**config.mk**
```make
export PLATFORM = sky130hd
export DESIGN_NAME = dlx_writeback
export DESIGN_NICKNAME = d
export VERILOG_FILES = /design/src/rtl/dlx_pkg.sv /design/src/rtl/dlx_load_align.sv /design/src/rtl/dlx_writeback.sv
export SDC_FILE = /design/constraint.sdc
export NUM_CORES = 1
export LEC_CHECK = 0
export CAP_MARGIN = 20
export CORE_AREA = 10 10 140 78
export DETAILED_ROUTE_END_ITERATION = 16
export DIE_AREA = 0 0 150 88
export HOLD_SLACK_MARGIN = 0.03
export PLACE_DENSITY = 0.71
export SLEW_MARGIN = 20
export SYNTH_ARGS = -nofsm -noshare
export SYNTH_HDL_FRONTEND = slang
export SYNTH_SLANG_ARGS = --single-unit
```
**constraint.sdc**
```tcl
create_clock -name clk -period 1.55 [get_ports clk]
set_clock_uncertainty 0.05 [all_clocks]
set_input_delay 0.31 -clock clk [delete_from_list [all_inputs] [get_ports clk]]
set_output_delay 0.31 -clock clk [all_outputs]
set_load 0.03 [all_outputs]
```
**src/rtl/dlx_pkg.sv**
```systemverilog
// Shared types and constants for the DLX write-back stage.
package dlx_pkg;

  typedef enum logic [1:0] {
    NONE = 2'd0,
    ALU  = 2'd1,
    LOAD = 2'd2,
    LINK = 2'd3
  } wb_kind_e;

  typedef enum logic [1:0] {
    BYTE = 2'd0,
    HALF = 2'd1,
    WORD = 2'd2
  } mem_size_e;

  typedef enum logic {
    ST_IDLE = 1'b0,
    ST_WAIT = 1'b1
  } wb_state_e;

  localparam logic [4:0]  LINK_REG    = 5'd31;
  localparam logic [31:0] LINK_OFFSET = 32'd8;

endpackage

```
**src/rtl/dlx_load_align.sv**
```systemverilog
// Big-endian lane select and zero/sign extension of data-memory read data.
module dlx_load_align
  import dlx_pkg::*;
(
  input  logic [31:0] data,
  input  logic [1:0]  offset,
  input  logic [1:0]  size,
  input  logic        is_signed,
  output logic [31:0] value
);

  logic [7:0]  byte_lane;
  logic [15:0] half_lane;

  always_comb begin
    byte_lane = 8'h00;
    half_lane = 16'h0000;
    value     = 32'h0000_0000;

    // Offset 0 addresses the most significant byte.
    case (offset)
      2'd0:    byte_lane = data[31:24];
      2'd1:    byte_lane = data[23:16];
      2'd2:    byte_lane = data[15:8];
      default: byte_lane = data[7:0];
    endcase

    half_lane = offset[1] ? data[15:0] : data[31:16];

    case (size)
      BYTE:    value = {{24{is_signed & byte_lane[7]}}, byte_lane};
      HALF:    value = {{16{is_signed & half_lane[15]}}, half_lane};
      default: value = data;
    endcase
  end

endmodule

```
**src/rtl/dlx_writeback.sv**
```systemverilog
// DLX write-back stage: register-file write port, load wait with timeout.
// Optional feature macro: DLX_WB_LINK_EN (LINK writes pc+8 to r31).
module dlx_writeback
  import dlx_pkg::*;
#(
  parameter int TIMEOUT_CYCLES = 64,
  parameter int TO_W           = $clog2(TIMEOUT_CYCLES + 1)
) (
  input  logic        clk,
  input  logic        rst_n,
  input  logic        m_valid,
  output logic        m_ready,
  input  logic [1:0]  m_kind,
  input  logic [4:0]  m_rd,
  input  logic [31:0] m_result,
  input  logic [31:0] m_pc,
  input  logic [1:0]  m_size,
  input  logic        m_signed,
  input  logic        dm_rvalid,
  input  logic [31:0] dm_rdata,
  output logic        WB,
  output logic [4:0]  Rd,
  output logic [31:0] reg_s,
  output logic        load_err
);

  localparam logic [TO_W-1:0] TO_LAST = TO_W'(TIMEOUT_CYCLES - 1);

  // Handshake: an instruction transfers when m_valid & m_ready on a rising
  // edge; m_ready depends only on state, never on m_valid.
  wb_state_e   state_q, state_d;
  logic [TO_W-1:0] cnt_q, cnt_d;
  logic [4:0]  ld_rd_q, ld_rd_d;
  logic [1:0]  ld_off_q, ld_off_d;
  logic [1:0]  ld_size_q, ld_size_d;
  logic        ld_signed_q, ld_signed_d;
  logic        err_q, err_d;
  logic        wb_q, wb_d;
  logic [4:0]  rd_q, rd_d;
  logic [31:0] reg_s_q, reg_s_d;

  logic        accept;
  logic        wr_en;
  logic [4:0]  wr_rd;
  logic [31:0] wr_data;
  logic [31:0] load_value;

  dlx_load_align u_align (
    .data      (dm_rdata),
    .offset    (ld_off_q),
    .size      (ld_size_q),
    .is_signed (ld_signed_q),
    .value     (load_value)
  );

`ifndef DLX_WB_LINK_EN
  logic unused_pc;
  assign unused_pc = ^m_pc;
`endif

  assign accept = m_valid & (state_q == ST_IDLE);

  always_comb begin
    state_d     = state_q;
    cnt_d       = cnt_q;
    ld_rd_d     = ld_rd_q;
    ld_off_d    = ld_off_q;
    ld_size_d   = ld_size_q;
    ld_signed_d = ld_signed_q;
    err_d       = err_q;
    wr_en       = 1'b0;
    wr_rd       = 5'd0;
    wr_data     = 32'h0000_0000;

    case (state_q)
      ST_IDLE: begin
        if (accept) begin
          case (m_kind)
            ALU: begin
              wr_en   = 1'b1;
              wr_rd   = m_rd;
              wr_data = m_result;
            end
            LINK: begin
              wr_en = 1'b1;
`ifdef DLX_WB_LINK_EN
              wr_rd   = LINK_REG;
              wr_data = m_pc + LINK_OFFSET;
`else
              wr_rd   = m_rd;
              wr_data = m_result;
`endif
            end
            LOAD: begin
              ld_rd_d     = m_rd;
              ld_off_d    = m_result[1:0];
              ld_size_d   = m_size;
              ld_signed_d = m_signed;
              cnt_d       = '0;
              state_d     = ST_WAIT;
            end
            default: ;
          endcase
        end
      end
      ST_WAIT: begin
        // Response beats the timeout when both land on the same cycle.
        if (dm_rvalid) begin
          wr_en   = 1'b1;
          wr_rd   = ld_rd_q;
          wr_data = load_value;
          state_d = ST_IDLE;
        end else if (cnt_q == TO_LAST) begin
          err_d   = 1'b1;
          cnt_d   = '0;
          state_d = ST_IDLE;
        end else begin
          cnt_d = cnt_q + 1'b1;
        end
      end
      default: state_d = ST_IDLE;
    endcase

    // r0 writes are dropped and idle outputs held at zero for the bypass.
    wb_d    = wr_en & (wr_rd != 5'd0);
    rd_d    = wb_d ? wr_rd : 5'd0;
    reg_s_d = wb_d ? wr_data : 32'h0000_0000;
  end

  always_ff @(posedge clk or negedge rst_n) begin
    if (!rst_n) begin
      state_q     <= ST_IDLE;
      cnt_q       <= '0;
      ld_rd_q     <= 5'd0;
      ld_off_q    <= 2'd0;
      ld_size_q   <= 2'd0;
      ld_signed_q <= 1'b0;
      err_q       <= 1'b0;
      wb_q        <= 1'b0;
      rd_q        <= 5'd0;
      reg_s_q     <= 32'h0000_0000;
    end else begin
      state_q     <= state_d;
      cnt_q       <= cnt_d;
      ld_rd_q     <= ld_rd_d;
      ld_off_q    <= ld_off_d;
      ld_size_q   <= ld_size_d;
      ld_signed_q <= ld_signed_d;
      err_q       <= err_d;
      wb_q        <= wb_d;
      rd_q        <= rd_d;
      reg_s_q     <= reg_s_d;
    end
  end

  assign m_ready  = (state_q == ST_IDLE);
  assign WB       = wb_q;
  assign Rd       = rd_q;
  assign reg_s    = reg_s_q;
  assign load_err = err_q;

endmodule

```
# Word-level counts from Yosys, hierarchy flattened
# Cells that the tools add are included.
# totals
ff_bits	57
input_bits	110
out_inout_bits	40
# classes
add_sub_neg	1
n_eq_ne	10
n_mux	27
n_bitwise	6
n_reduce_logical	7
# op_table
op	n
32-bit two-way mux	4
32-bit case mux with 2 select lines	2
7-bit two-way mux	4
8-bit case mux with 3 select lines	1
5-bit two-way mux	4
16-bit two-way mux	1
7-bit case mux with 2 select lines	1
5-bit case mux with 2 select lines	1
3-bit AND reduction	3
7-bit by 1-bit adder with 7-bit output (second input constant)	1
7-bit by 6-bit equality test with 1-bit output (second input constant)	1
1-bit two-way mux	7
2-bit by 1-bit equality test with 1-bit output (second input constant)	3
2-bit equality test (second input constant)	3
5-bit nonzero test	1
1-bit AND	4
2-bit zero test	2
2-bit by 1-bit != test with 1-bit output (second input constant)	2
1-bit case mux with 2 select lines	2
2-bit != test (second input constant)	1
1-bit inverter	2
2-bit OR reduction	1

# Logic depth before layout (Yosys ltp)
# Gate-level depths: netlist of the first run.
# logic_depth
word_depth	8
ltp_mapped	7

# By module
# Synthesis of the first run repeated with hierarchy kept, for this count alone.
# unflattened
hier_cells	343
area_unflattened_um2	3378.2
# modules_own_cells
mod	n_inst	cells_each	area_per_inst_um2	seq_area_each_um2
dlx_writeback	1	236	2548.7	1426.4
dlx_load_align	1	107	829.5	0.0

# Worst setup path after synthesis of the first run
# No wires, ideal clock.
# synth_timing
path_kind	register to register
from	register state_q
to	register ld_off_q[1]
setup_time_ns	0.125
t_arrival_ns	1.455
required_time_ns	1.375
path_slack_ns	-0.079
path_stages_with_launch	6
path_buffers	3
cell_sequence	dfrtp_1 > buf_4 > nor4bb_1 > buf_4 > buf_6 > mux2_2
# synth_via
elab_chain_cells	3
# synth_lines
element	line_no	rtl
start: declaration	dlx_writeback.sv:31	wb_state_e state_q, state_d;
start signal: assignment	dlx_writeback.sv:143	state_q <= state_d;
1-bit inverter (no source line) *	n/a	
1-bit AND	dlx_writeback.sv:61	assign accept = m_valid & (state_q == ST_IDLE);
3-bit AND reduction (no source line) *	n/a	
end signal: assignment	dlx_writeback.sv:146	ld_off_q <= ld_off_d;
end: declaration	dlx_writeback.sv:34	logic [1:0] ld_off_q, ld_off_d;
# Every way passes the cells marked *; elsewhere a longest branch is shown, timed or not.
# A chain may end at the register's enable or synchronous reset.

# Final worst setup path of the first run
# layout_timing
from	register ld_off_q[1]
to	register reg_s_q[7] (netlist: reg_s[7])
# layout_via
elab_chain_cells	6
elab_cells_between_ends	9
classes_between	eq/ne (2); mux (6); reduce/logical (1)
# layout_lines
element	line_no	rtl
2-bit equality test, or another cell as far along	dlx_load_align.sv:21	case (offset)
8-bit case mux with 3 select lines	dlx_load_align.sv:21	
32-bit case mux with 2 select lines *	dlx_load_align.sv:30	case (size)
32-bit two-way mux *	dlx_writeback.sv:108	if (dm_rvalid) begin
32-bit case mux with 2 select lines *	dlx_writeback.sv:75	case (state_q)
32-bit two-way mux *	dlx_writeback.sv:127	reg_s_d = wb_d ? wr_data : 32'h0000_0000;
net reg_s_d[7]	dlx_writeback.sv:40	logic [31:0] reg_s_q, reg_s_d;
end signal: assignment	dlx_writeback.sv:152	reg_s_q <= reg_s_d;
end: declaration	dlx_writeback.sv:40	
# The timed path passes the listed nets; every way through them passes the cells marked *.

==> metrics.txt, run 1 <==
status complete, but fails checks; failing checks setup timing; number of detailed-route iterations in the first pass 5; Ports 150; Synth Instances between 200 and 300; main combinational cell family by area after synthesis compound AO/OA/AOI/OAI gates; f_max a little under 0.6 GHz; vias in the first global route roughly 3.2k; area leader, netlist dfrtp_1; drt initial violations about 270; vias per cell 5.60; time the worst path needs with I/O delays and setup 1.73 ns; clk_lat worst skew 0.33 ns; # clock sinks 57; top cells by area, synth dfrtp_1 48%, a22oi_1 11%, a2bb2oi_1 3.8%; Async SR Flop Fraction 100%; TritonCTS clock tree yes; pwr dens 1030 nW/um^2; clock transition at the registers of the reported paths around 0.05 ns; final slew viol count 0; final WL 12700 microns; first-pass GRT wire length 18200 microns; final worst slack -0.175 ns; die area 13200 sq um; Mapped Avg Cell Area between 10 and 15 sq um; peak supply drop approximately 670 uV; hpwl dp 8850 microns; Port-buffer cells roughly 120; Final Power 5.49 mW; most common library cells after synthesis 57 x dfrtp_1, 44 x a22oi_1, 13 x a2bb2oi_1; final net count 549; post-layout instance area 5320 sq um; Final period util 111%; CP arrival around 1.9 ns; Diodes inserted 0; CORE AREA 8470 sq um; HP Class input pin to asynchronous set/reset pin; Unique masters post-synth 42; pre-CTS setup slack -0.473 ns; Synth top area share a little under half; complex-gate fraction of the synthesized area 25.8%; # rows 24; Net Count, Synth 383; share of layout cells above drive strength 1 29.6%; worst slew pin tran 0.403 ns; filler cell count in the final layout 678; height of the die 88 microns; RSZ-0062 raised after global routing yes; dominant synthesized flop cell dfrtp_1; critical-path cell list buf_12 -> mux4_2 -> or3_1 -> o2111ai_1 -> a22oi_1; fraction of the yosys area taken by sequential cells 47.8%; antenna violations before repair 0; Synth Cell Area 2980 sq um; CP Capture Type register; Final Setup Violations 48; CTS Buf Count 9; top-count cell post-synth dfrtp_1; Max clock buf depth 2; GPL Wtd Cong between 0.9 and 1; Starting Density about a third; GRT overflow 0; Layout Utilization 62.8%; Fin Hold WS 0.400 ns; Via Count 3135; dpl cells 526; Synth Area in Simple Gates 11.3%; Finished Layout Cells 560; DRC 0; #FFs+latches synth 57; xor and xnor area share after synthesis less than 1%; H-tree Lvls 3; Post-DRT Antenna Nets 0; WS Path Type register to register; DP Area 4610 sq um; die width 150 microns; CP max stage cell mux4_2; Area Overhead vs Synth 78.2%; CP max stage delay 0.50 ns; CP Max Fanout 3; number of synthesized flops with an enable pin 0; Ys Warns 0; Max Cap Violations 0; pin count of the biggest net entering global routing 35; setup TNS -4.46 ns; DR WL/cell about 23 microns; leakage power roughly 2.4 nW; final hold vios 0; Adder-Cell Fraction of Synth Area less than 1%; slew margin rel. 73.2%; CP Data Required Time 1.69 ns; crit path launch type register; mux cell area share after synthesis 7.51%; Root Buffer clkbuf_16; Tot GR Track Use 17.8%
## critical path: cells and delay by family, from the launching register on
family / cells / cell delay (ns)
flip-flops: 1 / 0.43
AND/OR/NAND/NOR: 1 / 0.31
buffers and inverters: 1 / 0.12
AO/OA/AOI/OAI: 2 / 0.18
multiplexers: 1 / 0.50
## placed cells by master, fill, tap and decap left out, drive strengths merged, types with 2 or more instances in the layout
cell type,Yosys,layout
a2bb2oi,13,13
nand2,10,10
o21bai,2,2
a21oi,9,9
and3b,2,2
o2111ai,3,3
inv,3,3
nand3,7,7
mux2i,10,10
clkinv,0,3
nor3,10,10
buf,20,64
clkdlybuf4s50,0,73
o22ai,7,7
nor2,9,9
dfrtp,57,57
o21ai,11,11
and3,2,2
dlygate4sd2,0,39
xor2,3,3
nor2b,10,10
a32oi,6,6
a22oi,44,44
clkbuf,5,16
mux2,9,9
o2bb2ai,4,4
## cells by family after synthesis
family	count (synthesis)
flops	57
fa+ha+maj	1
compound gates	104
simple gates	59
xor+xnor	3
buf+inv	28
mux	20
## sequential cells by signal, summed over array words and instances (netlist names)
name / flops
ld_off_q: 2
load_err: 1
cnt_q: 7
state_q: 1
ld_rd_q: 5
Rd: 5
ld_signed_q: 1
reg_s: 32
ld_size_q: 2
WB: 1
## cell type report
class | count | area [sq um] | share of cell area (%)
clock inverter | 3 | 15.0 | 0.282
tap | 117 | 146 | 2.75
multi-input combinational | 187 | 1620 | 30.4
clock buffer | 13 | 260 | 4.90
timing repair buffer | 180 | 1840 | 34.6
inverter | 3 | 11.3 | 0.212
sequential | 57 | 1430 | 26.9
## per-layer routing
layer | up-vias | track usage, % | wire (microns)
li1 | 1389 | - | -
met5 | - | 0 | 0
met2 | 183 | 27.5 | 5650
met3 | 20 | 6.90 | 1460
met4 | 0 | 3.16 | 166
met1 | 1543 | 23.4 | 5450
## report_power, final
group | total, mW | internal [mW] | switching [mW]
combinational | 1.90 | 0.964 | 0.940
sequential | 1.78 | 1.65 | 0.134
clock | 1.80 | 1.16 | 0.647
## repair_timing
item / CTS / global route
pin swaps: 11 / 10
endpoints found under the hold margin: 13 / 0
gates resized for setup: 70 / 31
buffers inserted: 7 / 6
cloned: 3 / 3
hold buffers: 1 / 0
endpoints found under the setup margin: 83 / 51
## worst paths after layout
kind / start / to / slack, ns / cells after the start
max in group asynchronous: rst_n / ld_off_q[0]$_DFFE_PN0P_ / 0.56 / 3
max: ld_off_q[1]$_DFFE_PN0P_ / reg_s[7]$_DFF_PN0_ / -0.18 / 5
max reg2reg: ld_off_q[1]$_DFFE_PN0P_ / reg_s[7]$_DFF_PN0_ / -0.18 / 5
min reg2reg: cnt_q[1]$_DFFE_PN0P_ / cnt_q[1]$_DFFE_PN0P_ / 0.46 / 2
min in group clk: cnt_q[1]$_DFFE_PN0P_ / cnt_q[1]$_DFFE_PN0P_ / 0.46 / 2
min: rst_n / Rd[1]$_DFF_PN0_ / 0.40 / 2
Power figures use the tool's default switching activity.
==> run 2, diff against run 1 <==
CORE_AREA = 10 10 129 84   (was 10 10 140 78)
DIE_AREA = 0 0 139 94   (was 0 0 150 88)
==> run 2 against run 1 <==
  * The run still ends with setup timing left
  * Flip-flop and latch count did not move
  * Sequential power barely moved
  * Combinational power barely moved
  * Routed wire length fell by 3.2%
  * Design area rose by 2.4%
  * Non-clock buffer count fell by 7
  * Global-route usage barely moved
  * Critical path type unchanged
==> metrics.txt, run 2 (same netlist as run 1, synthesis figures left out) <==
final slew viol count 0; die area roughly 13000 sq um; # rows 26; hpwl dp 8270 microns; Final Power 5.64 mW; # clock sinks 57; die width 139 microns; RSZ-0062 raised after global routing yes; HP Class register to register; CP Data Required Time 1.70 ns; dpl cells 514; Final Setup Violations between 40 and 50; GRT overflow 0; CTS Buf Count 9; pin count of the biggest net entering global routing 58; post-layout instance area between 5000 and 6000 sq um; WS Path Type register to register; share of layout cells above drive strength 1 34.5%; f_max about 0.6 GHz; CP Capture Type register; DR WL/cell 22.5 microns; leakage power 2.43 nW; CP arrival 1.83 ns; final worst slack -0.132 ns; CP Max Fanout 3; DRC 0; critical-path cell list mux4_2 -> or3_1 -> o2111ai_2 -> a22oi_1; Largest register FFs 32; DP Area 4560 sq um; Port-buffer cells approximately 120; Diodes inserted 0; Finished Layout Cells 547; Ports 150; slew margin rel. 74.5%; Area Overhead vs Synth 82.3%; CP delay by family, top multiplexers; time the worst path needs with I/O delays and setup 1.68 ns; Max Cap Violations 0; leading cell types in the layout, fill and taps excluded 73 x clkdlybuf4s50_1, 56 x dfrtp_1, 40 x dlygate4sd2_1, 36 x buf_4, 23 x a22oi_2; Root Buffer clkbuf_16; clk_lat worst skew ~0.33 ns; final net count 542; TritonCTS clock tree yes; failing checks setup timing; Critical path buffers and inverters 0; clock transition at the registers of the reported paths 0.05 ns; CORE AREA 8390 sq um; pwr dens around 1000 nW/um^2; H-tree Lvls 3; final hold vios 0; Layout Utilization 64.8%; CP max stage delay 0.55 ns; vias per cell 5.59; worst slew pin tran 0.379 ns; Post-DRT Antenna Nets 0; Final period util 109%; Starting Density 35.6%; status complete, but fails checks; first-pass GRT wire length 18100 microns; antenna violations before repair 0; commonest non-fill, non-tap cell in the layout clkdlybuf4s50_1; setup TNS -4.18 ns; final WL ~12000 microns; peak supply drop 541 uV; Via Count 3057; GPL Wtd Cong 0.888; Tot GR Track Use 17.7%; drt initial violations 289; number of detailed-route iterations in the first pass 5; vias in the first global route 3114; Max clock buf depth 2; crit path launch type register; height of the die between 90 and 100 microns; CP max stage cell mux4_2
==> run 2: changes by cell type in the layout (fill, tap and decap cells not counted), sizes merged <==
cell and delta:
dlygate4sd2 +1, clkbuf -1, clkinv -1, buf -9, bufinv +1, bufbuf +1
==> run 2: worst register-to-register path, stage by stage (launching register included) <==
cell and delay (ns):
dfrtp_2 0.42, mux4_2 0.55, or3_1 0.36, o2111ai_2 0.09, a22oi_1 0.09
==> run 2: worst paths after layout <==
check                                            end  cells past startpoint                     from  slack [ns]
worst max-delay path              reg_s[7]$_DFF_PN0_                      4  ld_off_q[1]$_DFFE_PN0P_       -0.13
worst min-delay path            cnt_q[1]$_DFFE_PN0P_                      2     cnt_q[1]$_DFFE_PN0P_        0.45
worst max register to register    reg_s[7]$_DFF_PN0_                      4  ld_off_q[1]$_DFFE_PN0P_       -0.13
worst min register to register  cnt_q[1]$_DFFE_PN0P_                      2     cnt_q[1]$_DFFE_PN0P_        0.45
max in group asynchronous       cnt_q[0]$_DFFE_PN0P_                      3                    rst_n        0.72
min in group asynchronous               WB$_DFF_PN0_                      3                    rst_n        0.47
==> run 2: timing repair <==
action,CTS,global route
cloned,6,2
setup endpoints to repair,84,49
gates resized for setup,69,61
hold buffers,1,0
hold endpoints to repair,57,0
pin swaps,6,14
setup buffers,8,5
==> run 2: through the flow <==
step           setup slack (ns)  hold WS, ns
2_1_floorplan           -0.0452      -0.0356
3_3_place_gp             -0.453        0.280
3_5_place_dp             -0.501        0.287
4_1_cts                  -0.131        0.448
5_1_grt                  -0.178        0.484
6_report                 -0.132        0.447
==> run 2: cell type report <==
type | instances | area, sq um
clock buffers | 12 | 256
clock inverters | 3 | 40.0
fillers | 625 | 2950
inverters | 3 | 11.3
multi-input cells | 187 | 1760
flip-flops and latches | 57 | 1430
well taps | 112 | 140
repair buffers | 173 | 1810
==> run 2: where the power goes <==
group | switching (mW) | internal [mW]
Clock | 0.659 | 1.31
Combinational | 0.929 | 0.949
Sequential | 0.142 | 1.65
==> run 2: layer usage <==
layer  vias up  routed length [microns]  track usage, %
li1       1380                        -               -
met1      1501                     5370            23.3
met2       154                     5570            26.0
met3        22                     1160            6.36
met4         0                      219            7.09
met5         -                        0               0
